--- src/rtl/divu_x6y3_seq_pkg.sv ---
// Shared configuration for the 6/3 unsigned divider. The multiplier beside it
// uses the same widths and ready convention.
// Contents: width defaults, counter width, FSM state encoding, ready levels.
package divu_x6y3_seq_pkg;

    localparam int unsigned P_WIDTH = 6;        // dividend width (multiplier product width)
    localparam int unsigned Y_WIDTH = 3;        // divisor width (multiplier Y width)
    localparam int unsigned Q_WIDTH = P_WIDTH;  // quotient width; remainder uses Y_WIDTH
    localparam int unsigned CNT_W   = $clog2(P_WIDTH);

    localparam logic READY_TRUE  = 1'b1;
    localparam logic READY_FALSE = 1'b0;

    typedef enum logic [1:0] {
        StIdle = 2'd0,
        StRun  = 2'd1,
        StDone = 2'd2
    } state_e;

endpackage

--- src/rtl/divu_x6y3_seq_if.sv ---
// Handshake and data bundle for the divider.
// master: drives start/p/y, observes q/r/dz/rdy/valid (requester side).
// slave:  the divider itself.
interface divu_x6y3_seq_if;
    import divu_x6y3_seq_pkg::*;

    logic               start;
    logic [P_WIDTH-1:0] p;
    logic [Y_WIDTH-1:0] y;
    logic [Q_WIDTH-1:0] q;
    logic [Y_WIDTH-1:0] r;
    logic               dz;
    logic               rdy;
    logic               valid;

    modport master (
        output start, p, y,
        input  q, r, dz, rdy, valid
    );

    modport slave (
        input  start, p, y,
        output q, r, dz, rdy, valid
    );

endinterface

--- src/rtl/divu_x6y3_seq_step.sv ---
// divu_step: one combinational restoring-division step.
// Ports:
//   rem      - current partial remainder (Y_WIDTH+1 bits)
//   dvd_bit  - next dividend bit shifted in
//   divisor  - divisor
//   rem_next - partial remainder after this step
//   q_bit    - quotient bit produced by this step
module divu_step
    import divu_x6y3_seq_pkg::*;
(
    input  logic [Y_WIDTH:0]   rem,
    input  logic               dvd_bit,
    input  logic [Y_WIDTH-1:0] divisor,
    output logic [Y_WIDTH:0]   rem_next,
    output logic               q_bit
);

    logic [Y_WIDTH:0] trial;
    logic [Y_WIDTH:0] diff;

    always_comb begin
        trial = {rem[Y_WIDTH-1:0], dvd_bit};
        diff  = trial - {1'b0, divisor};
        // rem stays below the divisor, so its top bit is always clear; folding it
        // in keeps the step correct for any input rather than silently dropping it.
        q_bit    = rem[Y_WIDTH] | (trial >= {1'b0, divisor});
        rem_next = q_bit ? diff : trial;
    end

endmodule

--- src/rtl/divu_x6y3_seq.sv ---
// Sequential unsigned restoring divider: 6-bit dividend / 3-bit divisor,
// one quotient bit per clock, start/rdy/valid handshake.
// Ports:
//   clk   - clock, all state on rising edge
//   rst_n - asynchronous active-low reset
//   bus   - slave side of divu_x6y3_seq_if:
//           start/p/y in; q/r/dz registered results, rdy, one-cycle valid out
// Divide-by-zero returns q=all ones, r=0, dz=1 one cycle after start.
module divu_x6y3_seq
    import divu_x6y3_seq_pkg::*;
(
    input logic            clk,
    input logic            rst_n,
    divu_x6y3_seq_if.slave bus
);

    state_e             state_q, state_d;
    logic [CNT_W-1:0]   cnt_q, cnt_d;
    logic [P_WIDTH-1:0] dvd_q, dvd_d;   // dividend, consumed MSB first
    logic [Y_WIDTH-1:0] dvs_q, dvs_d;
    logic [Y_WIDTH:0]   rem_q, rem_d;
    logic [Q_WIDTH-1:0] quo_q, quo_d;   // quotient being assembled
    logic [Q_WIDTH-1:0] q_q, q_d;
    logic [Y_WIDTH-1:0] r_q, r_d;
    logic               dz_q, dz_d;

    logic [Y_WIDTH:0]   step_rem;
    logic               step_qbit;

    divu_step u_step (
        .rem      (rem_q),
        .dvd_bit  (dvd_q[P_WIDTH-1]),
        .divisor  (dvs_q),
        .rem_next (step_rem),
        .q_bit    (step_qbit)
    );

    always_comb begin
        state_d = state_q;
        cnt_d   = cnt_q;
        dvd_d   = dvd_q;
        dvs_d   = dvs_q;
        rem_d   = rem_q;
        quo_d   = quo_q;
        q_d     = q_q;
        r_d     = r_q;
        dz_d    = dz_q;

        unique case (state_q)
            // DONE accepts a start exactly like IDLE so operations can run back to back.
            StIdle, StDone: begin
                if (bus.start) begin
                    if (bus.y != '0) begin
                        dvd_d   = bus.p;
                        dvs_d   = bus.y;
                        rem_d   = '0;
                        quo_d   = '0;
                        cnt_d   = CNT_W'(P_WIDTH - 1);
                        state_d = StRun;
                    end else begin
                        q_d     = '1;
                        r_d     = '0;
                        dz_d    = 1'b1;
                        state_d = StDone;
                    end
                end else begin
                    state_d = StIdle;
                end
            end
            StRun: begin
                rem_d = step_rem;
                quo_d = {quo_q[Q_WIDTH-2:0], step_qbit};
                dvd_d = dvd_q << 1;
                if (cnt_q == '0) begin
                    // Publish on the last step so q/r hold steady through RUN.
                    q_d     = {quo_q[Q_WIDTH-2:0], step_qbit};
                    r_d     = step_rem[Y_WIDTH-1:0];
                    dz_d    = 1'b0;
                    state_d = StDone;
                end else begin
                    cnt_d = cnt_q - 1'b1;
                end
            end
            default: state_d = StIdle;
        endcase
    end

    always_ff @(posedge clk or negedge rst_n) begin
        if (!rst_n) begin
            state_q <= StIdle;
            cnt_q   <= '0;
            dvd_q   <= '0;
            dvs_q   <= '0;
            rem_q   <= '0;
            quo_q   <= '0;
            q_q     <= '0;
            r_q     <= '0;
            dz_q    <= 1'b0;
        end else begin
            state_q <= state_d;
            cnt_q   <= cnt_d;
            dvd_q   <= dvd_d;
            dvs_q   <= dvs_d;
            rem_q   <= rem_d;
            quo_q   <= quo_d;
            q_q     <= q_d;
            r_q     <= r_d;
            dz_q    <= dz_d;
        end
    end

    assign bus.q     = q_q;
    assign bus.r     = r_q;
    assign bus.dz    = dz_q;
    assign bus.valid = (state_q == StDone);
    assign bus.rdy   = (state_q == StRun) ? READY_FALSE : READY_TRUE;

endmodule

--- src/flat_wrapper.sv ---
// flat-port wrapper written by rule: the top's interface ports become plain ports
module divu_x6y3_seq_flat import divu_x6y3_seq_pkg::*;
  (clk, rst_n, bus_start, bus_p, bus_y, bus_q, bus_r, bus_dz, bus_rdy, bus_valid);
  divu_x6y3_seq_if bus_i ();
  input logic clk;
  input logic rst_n;
  input wire logic [$bits(bus_i.start)-1:0] bus_start;
  input wire logic [$bits(bus_i.p)-1:0] bus_p;
  input wire logic [$bits(bus_i.y)-1:0] bus_y;
  output wire logic [$bits(bus_i.q)-1:0] bus_q;
  output wire logic [$bits(bus_i.r)-1:0] bus_r;
  output wire logic [$bits(bus_i.dz)-1:0] bus_dz;
  output wire logic [$bits(bus_i.rdy)-1:0] bus_rdy;
  output wire logic [$bits(bus_i.valid)-1:0] bus_valid;
  assign bus_i.start = bus_start;
  assign bus_i.p = bus_p;
  assign bus_i.y = bus_y;
  assign bus_q = bus_i.q;
  assign bus_r = bus_i.r;
  assign bus_dz = bus_i.dz;
  assign bus_rdy = bus_i.rdy;
  assign bus_valid = bus_i.valid;
  divu_x6y3_seq u_core (.clk(clk), .rst_n(rst_n), .bus(bus_i));
endmodule
--- config.mk ---
export PLATFORM = sky130hd
export DESIGN_NAME = divu_x6y3_seq_flat
export DESIGN_NICKNAME = d
export VERILOG_FILES = /design/src/rtl/divu_x6y3_seq_pkg.sv /design/src/rtl/divu_x6y3_seq_if.sv /design/src/rtl/divu_x6y3_seq_step.sv /design/src/rtl/divu_x6y3_seq.sv /design/src/flat_wrapper.sv
export SDC_FILE = /design/constraint.sdc
export NUM_CORES = 1
export LEC_CHECK = 0
export BUFFER_PORTS_ARGS = -buffer_cell sky130_fd_sc_hd__buf_2
export CORE_AREA = 4 4 54 68
export CTS_BUF_LIST = sky130_fd_sc_hd__clkbuf_4
export DETAILED_ROUTE_END_ITERATION = 16
export DIE_AREA = 0 0 58 72
export GPL_TIMING_DRIVEN = 0
export HOLD_SLACK_MARGIN = 0.05
export PLACE_DENSITY = 0.79
export SLEW_MARGIN = 20
export SYNTH_ARGS = -nofsm -noshare
export SYNTH_HDL_FRONTEND = slang
export SYNTH_HIERARCHICAL = 1
export SYNTH_SLANG_ARGS = --single-unit
--- constraint.sdc ---
create_clock -name clk -period 4.2 [get_ports clk]
set_input_delay 0.84 -clock clk [delete_from_list [all_inputs] [get_ports clk]]
set_output_delay 0.84 -clock clk [all_outputs]
set_load 0.05 [all_outputs]
# Word level (Yosys, flattened, before mapping)

Index checks and enable logic that the tools add are counted.

Bitwise gates (word level): 1
$lt $le $gt $ge: 1
Mux-type cells: 31
Reduce and logical (&&, ||, !) cells: 9
Equal/unequal tests: 7
$add $sub $neg: 2

Operators by type and width:

| operator              | number |
|---|---|
| $mux W6               | 5 |
| $pmux W6 S2           | 2 |
| $mux W3               | 6 |
| $mux W4               | 3 |
| $pmux W3 S2           | 2 |
| $mux W5               | 2 |
| $pmux W5 S2           | 1 |
| $pmux W4 S2           | 1 |
| $reduce_and A4 Y1     | 2 |
| $mux W2               | 3 |
| $ne A2 B2 Y1 const B  | 3 |
| $reduce_and A3 Y1     | 2 |
| $ge A4 B3 Y1          | 1 |
| $mux W1               | 4 |
| $ne A2 B1 Y1 const B  | 2 |
| $pmux W2 S2           | 1 |
| $sub A4 B3 Y4         | 1 |
| $logic_not A3 Y1      | 1 |
| $reduce_bool A3 Y1    | 1 |
| $sub A3 B1 Y3 const B | 1 |
| $eq A2 B1 Y1 const B  | 1 |
| $eq A2 B2 Y1 const B  | 1 |
| $logic_not A2 Y1      | 1 |
| $pmux W1 S2           | 1 |
| other kinds (3)       | 3 |

Output and inout port bits: 12
Word-level logic and storage cells: 60
Input port bits: 12
Register bits after elaboration: 33

# Longest topological paths before layout

Word-level depth: 5
Mapped depth: 9
Depth with buffers taken out: 9

# By module

The synthesis kept the hierarchy.

By module, submodules not included:

| module        | sequential area each (um^2) | area each (um^2) | times used | cells each |
|---|---|---|---|---|
| divu_x6y3_seq | 825.8                       | 1515.2           | 1          | 138 |
| divu_step     | 0.0                         | 217.7            | 1          | 26 |

# Worst setup path before layout

OpenSTA, ideal clock, no wires.

Path type: register to register
Start: reg u_core.dvd_q[5]
End: reg u_core.r_q[1] (netlist: u_core/bus.r[1])
Stages on the path, launching flop included: 10
Period minus slack after synthesis: 2304 ps
Path buffers: 0
Data arrival time: 2179 ps
Setup time: 125 ps
Required time: 4075 ps
Path slack: 1896 ps
Path through: dfrtp_1 > inv_1 > ha_1 > inv_1 > fa_1 > a2111oi_4 > nand2_2 > mux2_4 > and2_1 > mux2_4

Longest elaborated chain between the ends: 5
Elaborated cells on any way between the ends: 6
Those cells by class: add/sub (1); order compare (1); mux (3); bitwise (1)

RTL lines:

| item                         | RTL line                 | RTL |
|---|---|---|
| from (decl)                  | divu_x6y3_seq.sv:19      | `logic [P_WIDTH-1:0] dvd_q, dvd_d;` |
| from (signal assigned)       | divu_x6y3_seq.sv:102     | `dvd_q <= dvd_d;` |
| $ge A4 B3 Y1                 | divu_x6y3_seq_step.sv:26 | `q_bit = rem[Y_WIDTH] \| (trial >= {1'b0, divisor});` |
| $or A1 B1 Y1                 | divu_x6y3_seq_step.sv:26 |  |
| named net u_core.step_qbit   | divu_x6y3_seq.sv:28      | `logic step_qbit;` |
| $mux W4                      | divu_x6y3_seq_step.sv:27 | `rem_next = q_bit ? diff : trial;` |
| named net u_core.step_rem[1] | divu_x6y3_seq.sv:27      | `logic [Y_WIDTH:0] step_rem;` |
| $mux W3                      | divu_x6y3_seq.sv:74      | `if (cnt_q == '0) begin` |
| $pmux W3 S2                  | divu_x6y3_seq.sv:49      | `unique case (state_q)` |
| to (signal assigned)         | divu_x6y3_seq.sv:107     | `r_q <= r_d;` |
| to (decl)                    | divu_x6y3_seq.sv:24      | `logic [Y_WIDTH-1:0] r_q, r_d;` |

The timed path passes the listed nets, and every way through them passes these cells. The select of a mux whose other input is x is not followed.
A chain may end at the register's enable or synchronous reset.

# Worst setup path in the final report

Same ends and word-level chain as after synthesis.

==> run_results.csv <==
group,metric,value,unit
status,status,"finished clean",
power,p_per_area,928,nW/um2
synthesis,synth_area_leaders,"dfrtp_1 48%, o21ai_0 4.0%, nand2_1 3.9%",
synthesis,synth.area.mux_share,8.01,%
floorplanning,row_count,23,
sta,fin_setup_tns,0,ns
sta,holdWs,0.499,ns
synthesis,synth_edf_count,0,
synthesis,synth-seq-cells,33,
sta,max_slew_margin,53.6,%
sta,fin_crit_sh,59.5,%
sta,setup_viol,0,
synthesis,synth_xor_area_share,0.505,%
sta,clock_skew,0.0113,ns
power,netSwitchingFraction,44.6,%
synthesis,synth_area,1730,um2
synthesis,avgSynthCellArea,10.6,um2
critical_path,max_stage_delay,0.46,ns
sta,tightest_slew,0.696,ns
synthesis,synth_largest_area_cell,"dfrtp_1",
placement,place_congestion,0.791,
clock_network,clk_path_buf_depth,2,
synthesis,synth_nets,182,
floorplanning,fp.dieW,58,um
critical_path,critical_path_class,"flip-flop to flip-flop",
clock_network,root_buffer,"clkbuf_4",
drt,drc_errors,0,
sta,rsz0062_at_grt,"no",
sta,maxSlewViolCount,0,
placement,io_buffers,23,
floorplanning,fp.dieArea,4180,um2
drt,ant_nets,0,
critical_path,worst_ep_arrival_time,2.73,ns
synthesis,ys_warn_count,6,
synthesis,synth_flop_cell,"dfrtp_1",
critical_path,critical_path_required,4.43,ns
synthesis,synthAdderAreaFrac,4.77,%
critical_path,crit_chain,"inv_1 -> ha_1 -> inv_1 -> fa_1 -> a2111oi_4 -> nand2_2 -> mux2_4 -> and2_1 -> mux2_4",
floorplanning,fp.coreArea,3110,um2
worst_hold_path,min_path_type,"flip-flop to flip-flop",
drt,vias,1342,
finish,fin_area,1970,um2
clock_network,clk-insertion-delay-late,0.33,ns
critical_path,cp_num_buf_inv,2,
finish,layout-drive-gt1-share,27.2,%
finish,antenna_cells,0,
clock_network,cts_tree,"yes",
floorplanning,initial_core_util,55.8,%
critical_path,critPathTopFamily,"adder cells",
job,timing.max_cap.violations,0,
synthesis,synth-compound-area-share,17.6,%
sta,hold_viol,0,
clock_network,clock-sinks,33,
synthesis,synth-simple-area-share,15.5,%
critical_path,crit_path_max_fanout,4,
synthesis,synth-seq-area-share,47.7,%
clock_network,path_clk_slew,0.10,ns
global_routing,grt_start_max_net_pins,34,
global_routing,first_global_vias,1297,
power,fin_total_pwr,1830,uW
drt,via_per_inst,5.78,
power,p_clk_share,12.6,%
power,netSwitchingPower,817,uW
floorplanning,fp.dieH,72,um
power,peakVddDrop,546,uV
synthesis,ys_types,42,
global_routing,grt_util_all_layers,17.9,%
finish,area_growth,13.9,%
clock_network,cts_resized,0,
drt,dr.first_iter.drc_count,94,
synthesis,synth_top_family_by_area,"compound AO/OA/AOI/OAI gates",
placement,dp_hpwl,2550,um
floorplanning,io_pins,24,
placement,place_area,1890,um2
synthesis,ys_async_sr_fraction,100,%
power,power_leakage,0.000953,uW
critical_path,cpMaxStageDelayCell,"fa_1",
synthesis,yosysMostFrequentCell,"dfrtp_1",
sta,period_minus_slack,2.50,ns
clock_network,cts-hold-fix-buffers,0,
critical_path,cp-start-kind,"flip-flop",
global_routing,antenna_found_initial,0,
synthesis,synthCells,164,
drt,post_drt_wl_per_cell,14.8,um
finish,layout.nets,212,
global_routing,grt.overflow.total,0,
drt,wl,3440,um
drt,drt_pass1_iterations,5,
global_routing,grt_pass1_wl,5740,um
clock_network,numCtsBuffers,5,
critical_path,end_kind,"flip-flop",
clock_network,cts_post_setup_buffers_inserted,0,
clock_network,htreeDepth,2,
sta,fmax,400,MHz
power,p_int,1010,uW
finish,fill_cells,269,
synthesis,synth_commonest_cells,"33 x dfrtp_1, 18 x nand2_1, 14 x o21ai_0, 13 x inv_1, 13 x nor2_1",
power,power.share.sequential,30.7,%
synthesis,synth_top_area_share,47.7,%
power,pwr-share-comb,56.7,%
metrics by stage:
stage / util [%] / instances / worst slack [ns]
after floorplan: - / 164 / 1.90
after global placement: 61.0 / 224 / 1.76
after detailed placement: 61.0 / 224 / 1.70
after CTS: 63.5 / 232 / 1.70
after global routing: 63.5 / 232 / 1.61
final: 63.5 / 232 / 1.70
power groups by stage:
stage	Sequential, uW	Clock (uW)	Combinational (uW)
4_1_cts	560	239	1040
5_1_grt	580	254	1130
6_report	561	231	1040
3_5_place_dp	567	0	1030
3_3_place_gp	558	0	992
2_1_floorplan	671	0	702
final timing paths:
check,start,to,slack (ns),depth (start not counted)
min in group asynchronous,rst_n,u_core/quo_q[4],0.54,1
max in group asynchronous,rst_n,u_core/rem_q[2],3.20,1
worst max register to register,u_core/dvd_q[5],u_core/bus.r[1],1.70,9
worst min-delay path,u_core/bus.dz,u_core/bus.dz,0.50,1
worst max-delay path,u_core/dvd_q[5],u_core/bus.r[1],1.70,9
worst min register to register,u_core/bus.dz,u_core/bus.dz,0.50,1
cell type report:
type / instances / area (um2) / share of cell area, %
multi-input cells: 111 / 803 / 40.7
plain buffers: 7 / 55.1 / 2.79
inverters: 13 / 48.8 / 2.47
flip-flops and latches: 33 / 826 / 41.9
clock buffers: 6 / 45.0 / 2.28
clock inverters: 2 / 33.8 / 1.71
repair buffers: 23 / 115 / 5.83
well taps: 37 / 46.3 / 2.35
sequential cells by signal (all words and copies together) (netlist names):
signal,cells
u_core/bus.dz,1
u_core/bus.q,6
u_core/bus.r,3
u_core/cnt_q,3
u_core/dvd_q,6
u_core/dvs_q,3
u_core/quo_q,5
u_core/rem_q,4
u_core/state_q,2
placed cells by master (no fill, tap or decap), types with 2 or more instances in the layout:
| cell | Yosys | layout |
|---|---|---|
| buf_4 | 3 | 3 |
| nand2_1 | 18 | 18 |
| o21ai_0 | 14 | 14 |
| a21oi_1 | 7 | 7 |
| clkbuf_4 | 0 | 6 |
| a21o_1 | 3 | 3 |
| mux2_2 | 3 | 3 |
| and2_1 | 3 | 3 |
| nand3_1 | 2 | 2 |
| buf_6 | 2 | 2 |
| inv_1 | 13 | 13 |
| nand2b_1 | 2 | 2 |
| nor2_1 | 13 | 13 |
| dfrtp_1 | 33 | 33 |
| buf_2 | 2 | 25 |
| nor2b_1 | 2 | 2 |
| mux2_4 | 3 | 3 |
| a31oi_1 | 6 | 6 |
| ha_1 | 5 | 5 |
| mux2i_1 | 6 | 6 |
| or3_1 | 2 | 2 |
kinds of logic (layout without fill, tap and decap cells):
| logic type | after synthesis | in the layout |
|---|---|---|
| AOI/OAI and AO/OA | 42 | 42 |
| xor gates and xnor gates | 1 | 1 |
| adders and majority gates | 6 | 6 |
| buffers and inverters | 20 | 51 |
| DFF | 33 | 33 |
| muxes | 12 | 12 |
| and+or+nand+nor | 50 | 50 |
metal layers:
layer	track usage, %	wire length [um]	vias up
li1	-	-	635
met1	22.7	1490	664
met2	28.8	1720	30
met3	4.27	135	13
met4	8.51	92	0
met5	0	0	-
Power figures use the tool's default switching activity.
